### src/rtl/bp_fe_ras_pkg.sv
// rtl/bp_fe_ras_pkg.sv - RAS controller types, opcode constants and call/return decode
`define BP_FE_RAS_CKPT_S(name, idx_w) typedef struct packed { logic [(idx_w)-1:0] tos; logic [(idx_w):0] count; } name;

package bp_fe_ras_pkg;

    localparam int ras_idx_width_c = 2;

    localparam logic [6:0] op_jal_c  = 7'b1101111;
    localparam logic [6:0] op_jalr_c = 7'b1100111;
    localparam logic [4:0] link_x1_c = 5'd1;
    localparam logic [4:0] link_x5_c = 5'd5;

    typedef enum logic [1:0] {
        e_ras_none,
        e_ras_push,
        e_ras_pop,
        e_ras_poppush
    } ras_op_e;

    typedef enum logic {
        e_run,
        e_restore
    } ctrl_state_e;

    `BP_FE_RAS_CKPT_S(ras_ckpt_s, ras_idx_width_c)

    function automatic logic is_link(input logic [4:0] r);
        return (r == link_x1_c) || (r == link_x5_c);
    endfunction

    // JALR with two different link registers is a coroutine swap: pop then push.
    function automatic ras_op_e decode_ras_op(input logic [6:0] opcode,
                                              input logic [4:0] rd,
                                              input logic [4:0] rs1);
        ras_op_e op;
        op = e_ras_none;
        if (opcode == op_jal_c) begin
            if (is_link(rd)) op = e_ras_push;
        end else if (opcode == op_jalr_c) begin
            if (is_link(rd) && is_link(rs1) && (rd != rs1)) op = e_ras_poppush;
            else if (is_link(rd))                           op = e_ras_push;
            else if (is_link(rs1))                          op = e_ras_pop;
        end
        return op;
    endfunction

endpackage

### src/rtl/bp_fe_ras_ctrl_if.sv
// rtl/bp_fe_ras_ctrl_if.sv - fetch/branch-side signal bundle for the RAS controller
interface bp_fe_ras_ctrl_if #(
    parameter int eaddr_width_p = 32,
    parameter int instr_width_p = 32,
    parameter int ckpt_els_p    = 4
);
    localparam int ckpt_id_width_lp = $clog2(ckpt_els_p);

    logic                        instr_v_i;
    logic [instr_width_p-1:0]    instr_i;
    logic [eaddr_width_p-1:0]    pc_i;
    logic                        instr_ready_o;
    logic [eaddr_width_p-1:0]    pred_pc_o;
    logic                        pred_v_o;
    logic                        ckpt_v_i;
    logic                        ckpt_ready_o;
    logic [ckpt_id_width_lp-1:0] ckpt_id_o;
    logic                        commit_v_i;
    logic                        restore_v_i;
    logic [ckpt_id_width_lp-1:0] restore_id_i;
    logic                        flush_all_i;

    modport master (
        output instr_v_i, instr_i, pc_i, ckpt_v_i, commit_v_i,
               restore_v_i, restore_id_i, flush_all_i,
        input  instr_ready_o, pred_pc_o, pred_v_o, ckpt_ready_o, ckpt_id_o
    );

    modport slave (
        input  instr_v_i, instr_i, pc_i, ckpt_v_i, commit_v_i,
               restore_v_i, restore_id_i, flush_all_i,
        output instr_ready_o, pred_pc_o, pred_v_o, ckpt_ready_o, ckpt_id_o
    );

endinterface

### src/rtl/bp_fe_ras_mem.sv
// rtl/bp_fe_ras_mem.sv - RAS storage: one synchronous write port, one asynchronous read port
module bp_fe_ras_mem #(
    parameter int eaddr_width_p   = 32,
    parameter int ras_idx_width_p = 2
) (
    input  logic                       clk_i,
    input  logic                       w_v_i,
    input  logic [ras_idx_width_p-1:0] w_addr_i,
    input  logic [eaddr_width_p-1:0]   w_data_i,
    input  logic [ras_idx_width_p-1:0] r_addr_i,
    output logic [eaddr_width_p-1:0]   r_data_o
);

    logic [eaddr_width_p-1:0] mem_q [2**ras_idx_width_p];

    always_ff @(posedge clk_i) begin
        if (w_v_i) mem_q[w_addr_i] <= w_data_i;
    end

    assign r_data_o = mem_q[r_addr_i];

endmodule

### src/rtl/bp_fe_ras_ctrl.sv
// rtl/bp_fe_ras_ctrl.sv - RAS controller: call/return decode, TOS/count tracking, per-branch checkpoints
module bp_fe_ras_ctrl
    import bp_fe_ras_pkg::*;
#(
    parameter int eaddr_width_p   = 32,
    parameter int instr_width_p   = 32,
    parameter int ras_idx_width_p = 2,
    parameter int ckpt_els_p      = 4
) (
    input  logic               clk_i,
    input  logic               reset_i,
    bp_fe_ras_ctrl_if.slave    bus
);

    localparam int depth_lp     = 1 << ras_idx_width_p;
    localparam int ckpt_id_w_lp = $clog2(ckpt_els_p);

    `BP_FE_RAS_CKPT_S(ckpt_entry_s, ras_idx_width_p)

    typedef logic [ras_idx_width_p-1:0] idx_t;
    typedef logic [ras_idx_width_p:0]   cnt_t;
    typedef logic [ckpt_id_w_lp-1:0]    cid_t;
    typedef logic [ckpt_id_w_lp:0]      ccnt_t;

    localparam cnt_t  depth_c     = cnt_t'(depth_lp);
    localparam ccnt_t ckpt_full_c = ccnt_t'(ckpt_els_p);

    ctrl_state_e state_q, state_d;
    idx_t        tos_q, tos_d;
    cnt_t        count_q, count_d;
    cid_t        head_q, head_d;
    cid_t        tail_q, tail_d;
    ccnt_t       ckpt_cnt_q, ckpt_cnt_d;
    ckpt_entry_s snap_q [ckpt_els_p];

    ras_op_e                  op;
    logic                     accept;
    logic                     has_entry;
    logic                     ckpt_take;
    logic                     commit_take;
    logic                     restore_take;
    idx_t                     tos_upd;
    cnt_t                     count_upd;
    logic                     mem_w_v;
    idx_t                     mem_w_addr;
    logic [eaddr_width_p-1:0] mem_r_data;
    logic [eaddr_width_p-1:0] ret_addr;
    ckpt_entry_s              restore_snap;
    cid_t                     restore_rel;
    logic                     unused_instr_bits;

    assign unused_instr_bits = ^{bus.instr_i[instr_width_p-1:20], bus.instr_i[14:12]};

    assign op        = decode_ras_op(bus.instr_i[6:0], bus.instr_i[11:7], bus.instr_i[19:15]);
    assign has_entry = (count_q != '0);
    assign ret_addr  = bus.pc_i + eaddr_width_p'(4);

    assign bus.instr_ready_o = (state_q == e_run) & ~bus.restore_v_i & ~bus.flush_all_i;
    assign bus.ckpt_ready_o  = (ckpt_cnt_q != ckpt_full_c) & (state_q == e_run)
                             & ~bus.restore_v_i & ~bus.flush_all_i;
    assign bus.ckpt_id_o     = tail_q;

    assign accept       = bus.instr_v_i & bus.instr_ready_o;
    assign ckpt_take    = bus.ckpt_v_i & bus.ckpt_ready_o;
    assign commit_take  = bus.commit_v_i & (ckpt_cnt_q != '0);
    assign restore_take = bus.restore_v_i & (state_q == e_run) & ~bus.flush_all_i;

    assign bus.pred_v_o  = accept & ((op == e_ras_pop) | (op == e_ras_poppush)) & has_entry;
    assign bus.pred_pc_o = bus.pred_v_o ? mem_r_data : '0;

    // Post-instruction stack pointers; also the values captured by a same-cycle checkpoint.
    always_comb begin
        tos_upd    = tos_q;
        count_upd  = count_q;
        mem_w_v    = 1'b0;
        mem_w_addr = tos_q;
        if (accept) begin
            unique case (op)
                e_ras_push: begin
                    mem_w_v    = 1'b1;
                    mem_w_addr = tos_q + idx_t'(1);
                    tos_upd    = tos_q + idx_t'(1);
                    if (count_q != depth_c) count_upd = count_q + cnt_t'(1);
                end
                e_ras_pop: begin
                    if (has_entry) begin
                        tos_upd   = tos_q - idx_t'(1);
                        count_upd = count_q - cnt_t'(1);
                    end
                end
                e_ras_poppush: begin
                    mem_w_v = 1'b1;
                    if (!has_entry) count_upd = cnt_t'(1);
                end
                default: ;
            endcase
        end
    end

    assign restore_snap = snap_q[bus.restore_id_i];
    assign restore_rel  = bus.restore_id_i - head_q;

    always_comb begin
        state_d    = state_q;
        tos_d      = tos_upd;
        count_d    = count_upd;
        head_d     = head_q;
        tail_d     = tail_q;
        ckpt_cnt_d = ckpt_cnt_q;
        if (commit_take) begin
            head_d     = head_q + cid_t'(1);
            ckpt_cnt_d = ckpt_cnt_q - ccnt_t'(1);
        end
        if (bus.flush_all_i) begin
            state_d    = e_run;
            tos_d      = '0;
            count_d    = '0;
            head_d     = '0;
            tail_d     = '0;
            ckpt_cnt_d = '0;
        end else if (restore_take) begin
            // The restored checkpoint stays live; everything younger is discarded.
            state_d    = e_restore;
            tos_d      = restore_snap.tos;
            count_d    = restore_snap.count;
            tail_d     = bus.restore_id_i + cid_t'(1);
            ckpt_cnt_d = ccnt_t'(restore_rel) + ccnt_t'(1) - ccnt_t'(commit_take);
        end else begin
            state_d = e_run;
            if (ckpt_take) begin
                tail_d     = tail_q + cid_t'(1);
                ckpt_cnt_d = ckpt_cnt_d + ccnt_t'(1);
            end
        end
    end

    always_ff @(posedge clk_i or posedge reset_i) begin
        if (reset_i) begin
            state_q    <= e_run;
            tos_q      <= '0;
            count_q    <= '0;
            head_q     <= '0;
            tail_q     <= '0;
            ckpt_cnt_q <= '0;
        end else begin
            state_q    <= state_d;
            tos_q      <= tos_d;
            count_q    <= count_d;
            head_q     <= head_d;
            tail_q     <= tail_d;
            ckpt_cnt_q <= ckpt_cnt_d;
        end
    end

    always_ff @(posedge clk_i) begin
        if (ckpt_take) snap_q[tail_q] <= '{tos: tos_upd, count: count_upd};
    end

    bp_fe_ras_mem #(
        .eaddr_width_p  (eaddr_width_p),
        .ras_idx_width_p(ras_idx_width_p)
    ) u_mem (
        .clk_i   (clk_i),
        .w_v_i   (mem_w_v),
        .w_addr_i(mem_w_addr),
        .w_data_i(ret_addr),
        .r_addr_i(tos_q),
        .r_data_o(mem_r_data)
    );

endmodule

### src/flat_wrapper.sv
// flat-port wrapper written by rule: the top's interface ports become plain ports
module bp_fe_ras_ctrl_flat import bp_fe_ras_pkg::*;
#(
    parameter int eaddr_width_p   = 32,
    parameter int instr_width_p   = 32,
    parameter int ras_idx_width_p = 2,
    parameter int ckpt_els_p      = 4
)
  (clk_i, reset_i, bus_instr_v_i, bus_instr_i, bus_pc_i, bus_ckpt_v_i, bus_commit_v_i, bus_restore_v_i, bus_restore_id_i, bus_flush_all_i, bus_instr_ready_o, bus_pred_pc_o, bus_pred_v_o, bus_ckpt_ready_o, bus_ckpt_id_o);
  bp_fe_ras_ctrl_if #(.eaddr_width_p(eaddr_width_p), .instr_width_p(instr_width_p), .ckpt_els_p(ckpt_els_p)) bus_i ();
  input  logic clk_i;
  input  logic reset_i;
  input wire logic [$bits(bus_i.instr_v_i)-1:0] bus_instr_v_i;
  input wire logic [$bits(bus_i.instr_i)-1:0] bus_instr_i;
  input wire logic [$bits(bus_i.pc_i)-1:0] bus_pc_i;
  input wire logic [$bits(bus_i.ckpt_v_i)-1:0] bus_ckpt_v_i;
  input wire logic [$bits(bus_i.commit_v_i)-1:0] bus_commit_v_i;
  input wire logic [$bits(bus_i.restore_v_i)-1:0] bus_restore_v_i;
  input wire logic [$bits(bus_i.restore_id_i)-1:0] bus_restore_id_i;
  input wire logic [$bits(bus_i.flush_all_i)-1:0] bus_flush_all_i;
  output wire logic [$bits(bus_i.instr_ready_o)-1:0] bus_instr_ready_o;
  output wire logic [$bits(bus_i.pred_pc_o)-1:0] bus_pred_pc_o;
  output wire logic [$bits(bus_i.pred_v_o)-1:0] bus_pred_v_o;
  output wire logic [$bits(bus_i.ckpt_ready_o)-1:0] bus_ckpt_ready_o;
  output wire logic [$bits(bus_i.ckpt_id_o)-1:0] bus_ckpt_id_o;
  assign bus_i.instr_v_i = bus_instr_v_i;
  assign bus_i.instr_i = bus_instr_i;
  assign bus_i.pc_i = bus_pc_i;
  assign bus_i.ckpt_v_i = bus_ckpt_v_i;
  assign bus_i.commit_v_i = bus_commit_v_i;
  assign bus_i.restore_v_i = bus_restore_v_i;
  assign bus_i.restore_id_i = bus_restore_id_i;
  assign bus_i.flush_all_i = bus_flush_all_i;
  assign bus_instr_ready_o = bus_i.instr_ready_o;
  assign bus_pred_pc_o = bus_i.pred_pc_o;
  assign bus_pred_v_o = bus_i.pred_v_o;
  assign bus_ckpt_ready_o = bus_i.ckpt_ready_o;
  assign bus_ckpt_id_o = bus_i.ckpt_id_o;
  bp_fe_ras_ctrl #(.eaddr_width_p(eaddr_width_p), .instr_width_p(instr_width_p), .ras_idx_width_p(ras_idx_width_p), .ckpt_els_p(ckpt_els_p)) u_core (.clk_i(clk_i), .reset_i(reset_i), .bus(bus_i));
endmodule
### config.mk
export PLATFORM = sky130hd
export DESIGN_NAME = bp_fe_ras_ctrl_flat
export DESIGN_NICKNAME = d
export VERILOG_FILES = /design/src/rtl/bp_fe_ras_pkg.sv /design/src/rtl/bp_fe_ras_ctrl_if.sv /design/src/rtl/bp_fe_ras_mem.sv /design/src/rtl/bp_fe_ras_ctrl.sv /design/src/flat_wrapper.sv
export SDC_FILE = /design/constraint.sdc
export NUM_CORES = 1
export LEC_CHECK = 0
export ABC_CLOCK_PERIOD_IN_PS = 4770
export CORE_ASPECT_RATIO = 1.2
export CORE_MARGIN = 4
export CORE_UTILIZATION = 40
export CTS_CLUSTER_SIZE = 14
export DETAILED_ROUTE_END_ITERATION = 8
export HOLD_SLACK_MARGIN = 0.15
export PLACE_DENSITY_LB_ADDON = 0.2
export SYNTH_ARGS = -nofsm -noshare
export SYNTH_HDL_FRONTEND = slang
export SYNTH_HIERARCHICAL = 1
export SYNTH_SLANG_ARGS = --single-unit
### constraint.sdc
create_clock -name clk_i -period 4.77 [get_ports clk_i]
set_input_delay 0.477 -clock clk_i [delete_from_list [all_inputs] [get_ports clk_i]]
set_output_delay 0.477 -clock clk_i [all_outputs]
set_load 0.01 [all_outputs]
==> run_results.csv, run 1 <==
group,metric,value,unit
cts,cts_buffers,17,
synth,synth_top_family_by_area,"multiplexers",
job,maxCapViolCount,0,
global_routing,antenna_found_initial,0,
routing,antenna_left,0,
global_routing,overflow,0,
cts,cts_buffer_depth,2,
sta,timing.setup.tns,0,ns
routing,m1WireLength,6300,um
die,core_region_area,18200,sq um
worst_setup_path,cpPeakStageDelay,0.55,ns
placement,postPlaceCellArea,8570,sq um
synth,synthMuxAreaShare,11.5,%
global_routing,grt_max_degree,36,
worst_setup_path,critical_path.top_delay_family,"buffers and inverters",
cts,post_cts_buffers,0,
routing,dr_wl_met2,8010,um
routing,drtIter0Drc,217,
routing,wl,15100,um
routing,route.met3.wl,645,um
die,die_y,157,um
global_routing,grt_pass1_wl,24300,um
synth,synth_fa_ha_area_share,2.70,%
power_and_ir_drop,leakage,0.00306,uW
routing,vias,4230,
sta,max_slew_margin,34.5,%
cells_and_area,drive_gt1_share,14.5,%
sta,final.min_clock_period,3.84,ns
synth,netlist_instances,460,
synth,synth_edf_count,148,
die,die_area,20800,sq um
worst_setup_path,cp_slowest_cell,"clkdlybuf4s50_1",
synth,yosys.area_share.simple,9.81,%
cells_and_area,diodes,0,
cells_and_area,area_growth,23.1,%
worst_setup_path,path_max_fanout,33,
synth,syn_area,7410,sq um
placement,hpwl,10000,um
power_and_ir_drop,powerDensity,349,nW/um^2
cells_and_area,final_util,50.2,%
worst_setup_path,critPathBufInv,5,
worst_setup_path,setup.worst_path.class,"primary input to output port",
run_status,status,"complete, no violations",
sta,rsz0062_at_grt,"no",
cts,cts_hold_buf,0,
sta,finalMaxSlewViolations,0,
die,start_util,40.8,%
cts,cts_tree,"built",
global_routing,grt_pass1_vias,4626,
synth,synth_compound_area_share,4.02,%
sta,final.period_utilization,80.5,%
synth,async_reset_ff_share,8.07,%
min_path,hold_class,"primary input to asynchronous set/reset pin",
die,fp-row-count,54,
synth,ys_top_cells_by_area,"edfxtp_1, mux4_2, dfrtp_1, xnor2_1, and2_1",
placement,gp_congestion,0.753,
synth,synth_cell_type_count,47,
placement,io_buffer_count,94,
cells_and_area,finalNetCount,655,
sta,fmax,260,MHz
cells_and_area,final_design_area_no_fill,9120,sq um
cts,clock_latency,0.43,ns
worst_setup_path,worstSetupEndpointType,"output port",
sta,tightest_slew,0.975,ns
die,fp.dieW,132,um
cts,cts.root.buffer_cell,"clkbuf_16",
routing,post-route-drc-count,0,
worst_setup_path,path_cells,"clkdlybuf4s50_1 -> nand4_1 -> nor3b_1 -> nand4_1 -> a21o_1 -> inv_1 -> ha_1 -> inv_1 -> a211oi_4 -> buf_4 -> and2_1 -> clkdlybuf4s50_1",
worst_setup_path,arrival,3.36,ns
synth,synthesis.nets,549,
synth,synth-seq-cells,161,
sta,skew,0.0129,ns
routing,vias_per_cell,5.27,
synth,synth_ff_type,"edfxtp_1",
synth,synth_largest_area_cell,"edfxtp_1",
synth,synthXorXnorAreaFrac,4.73,%
worst_setup_path,crit_path_start_kind,"primary input",
sta,setup-violations-final,0,
synth,synth_seq_area_share,64.4,%
routing,wire_per_inst,18.8,um
routing,highest_layer,"met4",
synth,postSynthAreaPerCell,16.1,sq um
global_routing,track_usage,15.2,%
synth,synth_top_area_share,60.0,%
cts,h-tree-depth,4,
sta,hold_viol,0,
cts,cts.sinks,161,
worst_setup_path,cp.required,4.29,ns
power_and_ir_drop,peakVddDrop,0.301,mV
synth,yosys_warnings,6,
die,io_pins,110,
cts,ctsResizeCount,0,
cts,clk_pin_slew,0.06,ns
routing,firstDrtPassIters,4,
[metal layers]
layer / GRT usage (%) / vias up
li1: - / 1979
met1: 18.2 / 2149
met2: 27.1 / 90
met3: 4.03 / 12
met4: 5.00 / 0
met5: 0 / -
[power by group]
part	internal, uW	total (uW)	leakage (uW)	switching, uW
Combinational	176	340	0.00129	165
Sequential	1570	1590	0.00151	26.3
Clock	684	1250	0.000267	570
Total	2430	3190	0.00306	761
[flip-flops by register name (all words and copies together), names as in the netlist]
| name | flops |
|---|---|
| u_core/ckpt_cnt_q | 3 |
| u_core/head_q | 2 |
| u_core/bus.ckpt_id_o | 2 |
| u_core/count_q | 3 |
| u_core/u_mem/mem_q | 128 |
| u_core/tos_q | 2 |
| u_core/snap_q | 20 |
| u_core/state_q | 1 |
[synthesized netlist by cell type, drive strengths merged, types with 10 or more instances]
cell type  number
and2           33
dfrtp          13
edfxtp        148
ha             16
inv            23
mux4           37
nand2          20
nand3          14
nand4          10
nor2           27
xnor2          29
xor2           11
[kinds of logic after synthesis]
group	after synthesis
flip-flops	161
AND/OR/NAND/NOR	134
XOR/XNOR	40
buffers and inverters	38
multiplexers	38
AO/OA/AOI/OAI	33
adder cells (fa/ha/maj)	16
[stage by stage]
stage          hold slack, ns  setup WS, ns  cells  power [uW]
3_3_place_gp            0.568         0.927    771        1960
5_1_grt                 0.441         0.727    803        3330
2_1_floorplan           0.354         0.178    460        1850
4_1_cts                 0.425         0.884    803        3230
6_report                0.404         0.930    803        3190
3_5_place_dp            0.597         0.904    771        1970
[cell usage in the layout (no fill, tap or decap), drive strengths merged, types with 3 or more instances in the layout]
master / count
a211oi: 3
a21o: 3
a21oi: 3
a22o: 6
and2: 33
and3: 5
and3b: 3
and4: 3
buf: 8
clkbuf: 19
clkdlybuf4s50: 94
clkinv: 3
dfrtp: 13
edfxtp: 148
ha: 16
inv: 32
mux4: 37
nand2: 20
nand3: 14
nand4: 10
nor2: 27
nor3: 9
o21ai: 8
o31ai: 3
xnor2: 29
xor2: 11
[cell type report]
type / count / area [sq um]
clock inverters: 13 / 115
inverters: 23 / 86.3
repair buffers: 102 / 1000
fillers: 1531 / 9060
clock buffers: 19 / 433
well taps: 224 / 280
flip-flops and latches: 161 / 4770
multi-input cells: 261 / 2430
[path summary, 6_finish.rpt]
path,start,endpoint,slack (ns),depth (start not counted)
max in group asynchronous,reset_i,u_core/tos_q[0],3.97,2
setup / recovery,bus_instr_i[2],bus_pred_pc_o[29],0.93,12
min in group clk_i,u_core/head_q[1],u_core/head_q[1],0.61,2
hold / removal,reset_i,u_core/count_q[0],0.40,2
hold reg to reg,u_core/head_q[1],u_core/head_q[1],0.61,2
setup reg to reg,u_core/tos_q[0],u_core/u_mem/mem_q[1][25],1.61,6
(Power assumes the default switching activity.)
==> run 2: changes to the inputs <==
ABC_CLOCK_PERIOD_IN_PS = 3100   (was 4770)
clock period = 3.1 ns   (was 4.77 ns; I/O delays follow)
==> run 2 against run 1 <==
Total power up 56%. Wire length rose by 5.7%. Utilization up 1.4 points. Sequential share of layout area decreased by 1.4 points. First-iteration DRC count grew 24%. Via count rose by 2.2%. Flip-flop and latch count did not move. Clock power grew 58%. Sequential power increased by 54%.
==> run_results.csv, run 2 (same netlist as run 1, synthesis figures left out) <==
group,metric,value,unit
cts,cts_hold_buf,0,
cts,cts.root.buffer_cell,"clkbuf_16",
worst_setup_path,path_cells,"clkdlybuf4s50_1 -> nand4_1 -> nor3b_2 -> nand4_1 -> a21o_1 -> inv_1 -> ha_1 -> inv_1 -> a211oi_4 -> buf_6 -> buf_8 -> and2_1 -> clkdlybuf4s15_1",
routing,wire_per_inst,19.1,um
power_and_ir_drop,peakVddDrop,0.322,mV
die,io_pins,110,
worst_setup_path,cp.required,2.79,ns
sta,hold_ws,0.242,ns
die,die_y,157,um
global_routing,track_usage,15.1,%
worst_setup_path,cp_slowest_cell,"clkdlybuf4s50_1",
cells_and_area,finalNetCount,685,
die,core_region_area,18200,sq um
sta,rsz0062_at_grt,"yes",
placement,gp_congestion,0.772,
placement,place_ws,-0.256,ns
cts,clk_pin_slew,0.06,ns
routing,firstDrtPassIters,4,
run_status,status,"complete, no violations",
cells_and_area,top_register,"u_core/u_mem/mem_q",
routing,vias,4325,
placement,dpl.cell_count,795,
placement,io_buffer_count,94,
die,die_area,20800,sq um
global_routing,grt_pass1_vias,4542,
worst_setup_path,worstSetupEndpointType,"output port",
cts,clock_latency,0.42,ns
sta,fmax,329,MHz
cts,cts_tree,"built",
routing,vias_per_cell,5.19,
cts,cts_buffer_depth,2,
cts,cts_buffers,17,
sta,final.period_utilization,98.0,%
cells_and_area,fin_cells,833,
routing,drtIter0Drc,270,
global_routing,overflow,0,
job,maxCapViolCount,0,
cts,cts.sinks,161,
worst_setup_path,setup.worst_path.class,"primary input to output port",
cells_and_area,final_cell_mix,"edfxtp_1, clkdlybuf4s50_1, mux4_2, and2_1, xnor2_1",
die,fp-row-count,54,
sta,fin_ws,0.0632,ns
sta,skew,0.00831,ns
sta,max_slew_margin,56.0,%
cells_and_area,reg.largest.list,"u_core/u_mem/mem_q: 128 flops, u_core/snap_q: 20 flops",
sta,timing.setup.tns,0,ns
worst_setup_path,cpPeakStageDelay,0.46,ns
sta,final.min_clock_period,3.04,ns
cells_and_area,area_growth,26.6,%
die,fp.dieW,132,um
sta,hold_viol,0,
sta,setup-violations-final,0,
worst_setup_path,arrival,2.73,ns
global_routing,grt_max_degree,36,
routing,post-route-drc-count,0,
cells_and_area,largest_reg_flops,128,
routing,wl,16000,um
power_and_ir_drop,leakage,0.00332,uW
worst_setup_path,path_max_fanout,8,
placement,hpwl,10600,um
cts,h-tree-depth,4,
global_routing,antenna_found_initial,0,
sta,tightest_slew,0.661,ns
cells_and_area,drive_gt1_share,22.0,%
min_path,hold_class,"primary input to asynchronous set/reset pin",
sta,finalMaxSlewViolations,0,
routing,antenna_left,0,
cells_and_area,final_util,51.6,%
cells_and_area,final_common_cell,"edfxtp_1",
cells_and_area,diodes,0,
die,start_util,40.8,%
worst_setup_path,crit_path_start_kind,"primary input",
global_routing,grt_pass1_wl,24100,um
power_and_ir_drop,powerDensity,529,nW/um^2
==> run 2: timing repair <==
item | in CTS | in global routing
resized for setup | 33 | 49
setup endpoints to repair | 33 | 7
gates cloned | 0 | 2
setup buffers | 0 | 4
pin swaps | 0 | 2
==> run 2: layout make-up <==
class                      instances  area, sq um
fill                            1512         8800
timing repair buffer             132         1240
inverter                          23         86.3
multi-input combinational        261         2440
clock buffer                      19          433
sequential                       161         4770
clock inverter                    13          126
tap                              224          280
==> run 2: power by group <==
| part | switching (uW) | total, uW | leakage (uW) | internal [uW] |
|---|---|---|---|---|
| combinational | 266 | 546 | 0.00155 | 280 |
| sequential | 36.7 | 2450 | 0.00151 | 2410 |
| clock | 846 | 1970 | 0.000269 | 1120 |
| total | 1150 | 4960 | 0.00332 | 3810 |
==> run 2: stage by stage <==
stage	power (uW)	instance area (sq um)
after global placement	3020	8830
after CTS	5010	9360
final	4960	9380
after floorplan	2850	7420
after global routing	5160	9380
after detailed placement	3040	8830
==> run 2: worst max-delay path, delay by kind of cell <==
family | cells | cell delay (ns)
adder cells (fa/ha/maj) | 1 | 0.15
AO/OA/AOI/OAI | 2 | 0.49
buffers and inverters | 6 | 1.18
AND/OR/NAND/NOR | 4 | 0.58
==> run 2: per-layer routing <==
layer	part of all wire, %	wire length, um	up-vias	track usage, %
met5	0	0	-	0
met4	0.78	125	0	3.76
met3	3.2	510	9	3.71
met2	53	8460	97	27.1
met1	43	6860	2180	18.6
li1	-	-	2039	-
==> run 2: worst paths after layout <==
path	startpoint	to	slack [ns]	cells past startpoint
max	bus_instr_i[2]	bus_pred_pc_o[15]	0.06	13
max in group asynchronous	reset_i	u_core/tos_q[0]	2.46	2
min in group clk_i	bus_pc_i[1]	u_core/u_mem/mem_q[2][1]	0.53	1
max reg2reg	u_core/state_q	u_core/u_mem/mem_q[0][25]	0.40	7
min reg2reg	u_core/head_q[1]	u_core/head_q[1]	0.58	2
min	reset_i	u_core/count_q[0]	0.24	2
